<file path="config.mk">
export PLATFORM = sky130hd
export DESIGN_NAME = instr_fetch_ctrl
export DESIGN_NICKNAME = d
export VERILOG_FILES = /design/src/rtl/instr_fetch_ctrl.sv
export SDC_FILE = /design/constraint.sdc
export NUM_CORES = 1
export LEC_CHECK = 0
export CAP_MARGIN = 5
export CORE_ASPECT_RATIO = 0.9
export CORE_MARGIN = 3
export CORE_UTILIZATION = 46
export CTS_BUF_LIST = sky130_fd_sc_hd__clkbuf_8 sky130_fd_sc_hd__clkbuf_16
export DETAILED_ROUTE_END_ITERATION = 10
export GPL_ROUTABILITY_DRIVEN = 0
export HOLD_SLACK_MARGIN = 0.05
export PLACE_DENSITY = 0.83
export SLEW_MARGIN = 20
export SYNTH_ARGS = -nofsm -noshare
export SYNTH_HDL_FRONTEND = slang
export SYNTH_SLANG_ARGS = --single-unit
</file>
<file path="constraint.sdc">
create_clock -name clk -period 2.5 [get_ports clk]
set_input_delay 0.375 -clock clk [delete_from_list [all_inputs] [get_ports clk]]
set_output_delay 0.375 -clock clk [all_outputs]
set_load 0.02 [all_outputs]
</file>
<file path="src/rtl/instr_fetch_ctrl.sv">
// Fetch sequencer for a combinational instruction memory.
// Owns the PC and drives the memory word address. Each fetched word is
// registered into a one-entry valid/ready stage toward decode.
// Redirects flush the stage and reload the PC. A HALT_INSTR encoding is
// delivered normally and then stops fetch until the next redirect.
module instr_fetch_ctrl #(
    parameter logic [31:0] RESET_PC   = 32'h0000_0000,
    parameter logic [31:0] HALT_INSTR = 32'h0010_0073,
    parameter int unsigned PC_STEP    = 4
) (
    input  logic        clk,
    input  logic        rst_n,

    // Instruction memory (combinational read)
    output logic [31:0] imem_addr,
    input  logic [31:0] imem_data,

    // Branch / jump redirect
    input  logic        redirect_valid,
    input  logic [31:0] redirect_pc,

    // Output stage toward decode
    output logic        out_valid,
    input  logic        out_ready,
    output logic [31:0] out_instr,
    output logic [31:0] out_pc,

    // Status
    output logic        halted,
    output logic [31:0] fetch_count
);

    localparam logic       StFetch = 1'b0;
    localparam logic       StHalt  = 1'b1;

    localparam logic [31:0] PcStep = 32'(PC_STEP);

    logic        state_q, state_d;
    logic [31:0] pc_q, pc_d;
    logic        out_valid_q, out_valid_d;
    logic [31:0] out_instr_q, out_instr_d;
    logic [31:0] out_pc_q, out_pc_d;
    logic [31:0] fetch_count_q, fetch_count_d;

    logic        slot_free;
    logic        handshake;
    logic [31:0] redirect_target;

    // Low address bits of the redirect target are deliberately discarded.
    logic        unused_redirect_lsbs;
    assign unused_redirect_lsbs = ^redirect_pc[1:0];

    assign slot_free       = !out_valid_q || out_ready;
    assign handshake       = out_valid_q && out_ready;
    assign redirect_target = {redirect_pc[31:2], 2'b00};

    // Word index into the memory, derived straight from the PC register.
    assign imem_addr = {2'b00, pc_q[31:2]};

    // Next-state logic: redirect outranks capture; HALT only drains the stage.
    always_comb begin
        state_d     = state_q;
        pc_d        = pc_q;
        out_valid_d = out_valid_q;
        out_instr_d = out_instr_q;
        out_pc_d    = out_pc_q;

        if (redirect_valid) begin
            // Flush: a pending unaccepted instruction is dropped.
            pc_d        = redirect_target;
            out_valid_d = 1'b0;
            state_d     = StFetch;
        end else begin
            case (state_q)
                StFetch: begin
                    if (slot_free) begin
                        out_instr_d = imem_data;
                        out_pc_d    = pc_q;
                        out_valid_d = 1'b1;
                        pc_d        = pc_q + PcStep;
                        if (imem_data == HALT_INSTR) begin
                            state_d = StHalt;
                        end
                    end
                end
                StHalt: begin
                    // The halt instruction itself still drains normally.
                    if (handshake) begin
                        out_valid_d = 1'b0;
                    end
                end
                default: begin
                    state_d = StFetch;
                end
            endcase
        end
    end

    // Delivered-instruction counter; a handshake counts even under redirect.
    always_comb begin
        fetch_count_d = fetch_count_q;
        if (handshake) begin
            fetch_count_d = fetch_count_q + 32'd1;
        end
    end

    // Control state and PC register.
    always_ff @(posedge clk or negedge rst_n) begin
        if (!rst_n) begin
            state_q <= StFetch;
            pc_q    <= RESET_PC;
        end else begin
            state_q <= state_d;
            pc_q    <= pc_d;
        end
    end

    // Output stage and delivery counter.
    always_ff @(posedge clk or negedge rst_n) begin
        if (!rst_n) begin
            out_valid_q   <= 1'b0;
            out_instr_q   <= 32'h0;
            out_pc_q      <= 32'h0;
            fetch_count_q <= 32'h0;
        end else begin
            out_valid_q   <= out_valid_d;
            out_instr_q   <= out_instr_d;
            out_pc_q      <= out_pc_d;
            fetch_count_q <= fetch_count_d;
        end
    end

    assign out_valid   = out_valid_q;
    assign out_instr   = out_instr_q;
    assign out_pc      = out_pc_q;
    assign halted      = (state_q == StHalt);
    assign fetch_count = fetch_count_q;

endmodule

</file>
Word level (Yosys, flattened, before mapping):

Index checks and enable logic that the tools add are counted.

* register bits after elaboration: 130
* bits of input ports: 68

* $add $sub $neg: 2
* eq/ne operators: 4
* mux-type cells: 11
* bitwise logic cells: 2
* reduce and logical (&&, ||, !) cells: 7

Operator list (count)
* $mux W32: 3
* $add A32 B1 Y32 const B: 1
* $add A32 B3 Y32 const B: 1
* $eq A32 B21 Y1 const B: 1
* $mux W1: 7
* $reduce_and A2 Y1: 2
* $ne A3 B2 Y1 const B: 1
* $ne A3 B3 Y1 const B: 1
* $reduce_and A3 Y1: 1
* $ne A2 B2 Y1 const B: 1
* $not A1 Y1: 2
* $pmux W1 S2: 1
* $reduce_bool A2 Y1: 1
* $logic_and A1 B1 Y1: 1
* $logic_not A1 Y1: 1
* $logic_or A1 B1 Y1: 1

Depth between registers and ports, before layout:

* depth in word-level cells: 5
* gate-level depth with buffers: 6
* gate-level depth less buffers: 5

Worst setup path before layout:

No wires, ideal clock.

* kind: reg-to-reg
* from: register state_q, in the netlist halted
* to: register pc_q[18]
* data arrival time: 1.811 ns
* data required time: 2.418 ns
* slack: 0.608 ns
* stages on the path, launching flop included: 6
* path buffers: 1
* clock period less this slack: 1.892 ns
* cell sequence: dfrtp_1 buf_2 nand2b_2 or3_4 or4_1 a31oi_1

* longest elaborated chain between the ends: 2

RTL lines
* start: declaration: RTL line 38 `logic state_q, state_d;`
* start signal: assignment: RTL line 110 `state_q <= StFetch;`
* start signal: assignment: RTL line 113 `state_q <= state_d;`
* $ne A2 B2 Y1 (no line)
* $reduce_and A2 Y1 (no line)
* end signal: assignment: RTL line 114 `pc_q <= pc_d;`
* end: declaration: RTL line 39 `logic [31:0] pc_q, pc_d;`

No other way between the ends.
A chain may end at the register's enable or synchronous reset.

Worst setup path in the final report:

* from: register state_q, in the netlist halted
* to: output halted

RTL lines
* end: declaration: RTL line 29 `output logic halted,`

No word-level cell between the ends.

==> key figures <==
Placed design
  • Area after DPL: 8020 um2
  • Port Buffers: 191
  • Dpl hpwl: 11,900 um

Timing
  • Slew @ Worst Pin: 683 ps
  • RSZ-0062 raised after global routing: false
  • Final Cycle Share: 83.4%
  • Post-layout min period: 2090 ps
  • Fmax: 0.479 GHz
  • Fin. max-slew vios: 0
  • Setup-violating endpoint count in the final report: 0
  • Final Skew: 11.7 ps
  • Max-Slew Margin vs Limit: 54.4%
  • Endpoints failing hold: 0
  • Setup TNS: 0 ps

Routing
  • WL final: 16,100 um
  • Drc violations: 0
  • DRT iter0 DRCs: 341
  • Via count: 4,945
  • Drt pass-1 iters: 5
  • Final ANT Viol Nets: 0
  • WL/cell: 17.9 um
  • Vias per std cell: 5.50

Worst setup path
  • Slowest CP cell: clkdlybuf4s50_1
  • Crit-path leading delay family: buffers and inverters
  • Worst setup EP type: output port
  • Critical path depth in cells: 1
  • R2R depth: 4
  • Worst path arrival time: 1710 ps
  • Crit Reg-Reg Endpoint: pc_q[23]
  • Critical-path maximum fanout: 10
  • CP endpoint: halted
  • Worst R2R Setup Slack: 460 ps
  • Worst endpoint required time: 2120 ps
  • Largest stage delay on the critical path: 720 ps
  • Worst setup path class: reg2out
  • Worst r2r src: pc_q[4]
  • WP buf/inv: 1
  • CP Launch Type: flip-flop
  • Setup crit start: halted
  • Crit path cell chain: clkdlybuf4s50_1

Floorplanning
  • Die height: 113 um
  • Die Width: 125 um
  • Num ports: 198
  • Die area: 14,200 um2
  • Num rows: 38
  • Core Footprint: 12,300 um2
  • Initial core utilization: 48.0%

Yosys
  • Synth area leaders: dfrtp_1 (54%), mux2_2 (11%), xnor2_1 (5.2%)
  • Ys flop type: dfrtp_1
  • Ys Warns: 0
  • Async SR Flop Fraction: 100%
  • Synth top area share: 53.6%
  • Post-synth EDFFs: 0
  • Area leader, netlist: dfrtp_1
  • Syn Inst Count: 524
  • Top-count cell post-synth: dfrtp_1
  • Sequential element share of the synthesized area: 53.6%
  • Mapped Area: 5880 um2
  • Commonest cells post-synth: dfrtp_1 (126), mux2_2 (60), nand2_1 (47), xnor2_1 (35), nand4_1 (34)
  • Post-synthesis register bit count: 126
  • Syn Area/Cell: 11.2 um2
  • Library cells used by synthesis: 54

Clock tree
  • Sink Count: 126
  • Inserted Clock Buffers: 17
  • Max Root-Sink Buffers: 2
  • Worst-path clk slew: 50 ps
  • Root cell of the clock tree: clkbuf_16
  • CTS resizes: 0
  • CTS HTree Levels: 4
  • Clk_lat worst skew: 410 ps
  • Post-CTS Setup Inserts: 0
  • CTS tree: done
  • CTS Hold Bufs: 1

Cells and area
  • Nets: 796
  • Area growth syn-to-layout: 45.4%
  • Diodes inserted: 0
  • Post-route cell area: 8550 um2
  • Layout cells sized above 1: 16.0%

Pwr
  • P per Cell Area: 727 nW/um2
  • Maximum vdd drop: 0.000567 V
  • Lkg Pwr: 0.00346 uW

GRT
  • Tot GR Track Use: 23.2%
  • First-pass GRT wire length: 26,500 um
  • Vias in the first global route: 5,079
  • Largest net degree at the start of global routing: 41
  • Initial antenna violation count: 0
  • Gr ovfl total: 0

Run status
  • Status: finished, final reports clean

Worst hold path
  • HP Class: in2reg
  • Hold Path Depth: 2

Run
  • Max-cap violations: 0
[metrics by stage]
| stage | hold WS [ps] | utilization [%] | setup WS [ps] | cells | power [uW] |
|---|---|---|---|---|---|
| 2_1_floorplan | 79.4 | - | 608 | 527 | 3260 |
| 3_3_place_gp | 369 | 65.4 | 133 | 866 | 4030 |
| 3_5_place_dp | 380 | 65.4 | 109 | 866 | 4090 |
| 4_1_cts | 335 | 69.7 | 388 | 899 | 6260 |
| 5_1_grt | 353 | 69.7 | 327 | 899 | 6480 |
| 6_report | 341 | 69.7 | 414 | 899 | 6210 |
[registers in the layout, summed over array words and instances (netlist names)]
| register | cells |
|---|---|
| fetch_count | 32 |
| out_instr | 32 |
| out_pc | 30 |
| pc_q | 30 |
| halted | 1 |
| out_valid | 1 |
[cells by family (layout without fill, tap and decap cells)]
kind of cell / after synthesis / count (layout) / synth area share (%)
AND/OR/NAND/NOR: 206 / 206 / 19.3
flip-flops: 126 / 126 / 53.6
multiplexers: 64 / 64 / 12.2
AO/OA/AOI/OAI: 44 / 44 / 5.25
buffers and inverters: 42 / 254 / 3.34
XOR/XNOR: 39 / 39 / 5.81
adder cells (fa/ha/maj): 2 / 2 / 0.425
other: 1 / 4 / 0.0637
[cell type report]
cell class                      count  area, um2
Inverter                           14       52.6
Sequential cell                   126       3150
Tap cell                          160        200
Fill cell                         884       3710
Timing Repair Buffer              208       2070
Multi-Input combinational cell    359       2550
Clock buffer                       20        467
Clock inverter                     12       57.6
[worst min path at each step]
stage	from	slack (ps)	to
2_1_floorplan	rst_n	80	fetch_count[0]
3_3_place_gp	rst_n	370	fetch_count[11]
3_5_place_dp	rst_n	380	out_instr[5]
4_1_cts	redirect_valid	340	out_valid
5_1_grt	redirect_valid	350	out_valid
6_report	redirect_valid	340	out_valid
[report_power, final]
| part | switching (uW) | internal [uW] | leakage [uW] | total [uW] |
|---|---|---|---|---|
| clock | 850 | 1310 | 0.000279 | 2160 |
| combinational | 715 | 780 | 0.00165 | 1500 |
| sequential | 257 | 2300 | 0.00154 | 2560 |
[per-layer routing]
layer	vias to the layer above	GRT usage, %	part of all wire [%]	wire, um
met5	-	0	0	0
met3	24	6.09	6.0	971
met2	176	38.5	50	8060
li1	2306	-	-	-
met1	2439	29.5	42	6790
met4	0	8.24	1.8	292
[cells in the final DEF (no fill, tap or decap), types with 2 or more instances in the layout]
cell / synthesis / final
nand4b_1: 2 / 2
and3_1: 6 / 6
a31oi_1: 6 / 6
nor2_1: 30 / 30
mux2_1: 3 / 3
nor2b_1: 3 / 3
dfrtp_1: 126 / 126
a22oi_1: 2 / 2
ha_1: 2 / 2
a21oi_1: 3 / 3
buf_12: 0 / 3
or3b_1: 2 / 2
clkbuf_8: 0 / 3
nand4_1: 34 / 34
mux2_2: 60 / 60
inv_1: 13 / 19
nand2_1: 47 / 47
nor3_1: 13 / 13
clkinvlp_4: 0 / 2
and2_1: 3 / 3
or4_1: 4 / 4
a311o_1: 7 / 7
nor4_1: 9 / 9
nor3_2: 3 / 2
clkbuf_16: 0 / 17
xnor2_1: 35 / 35
nand3_1: 33 / 33
o21ai_0: 13 / 13
conb_1: 1 / 4
nor4_2: 4 / 4
o311ai_0: 4 / 4
xor2_1: 4 / 4
clkinv_2: 0 / 4
buf_4: 4 / 14
o31ai_1: 4 / 4
clkdlybuf4s50_1: 0 / 189
No activity file was read; power rests on OpenSTA's default activity.
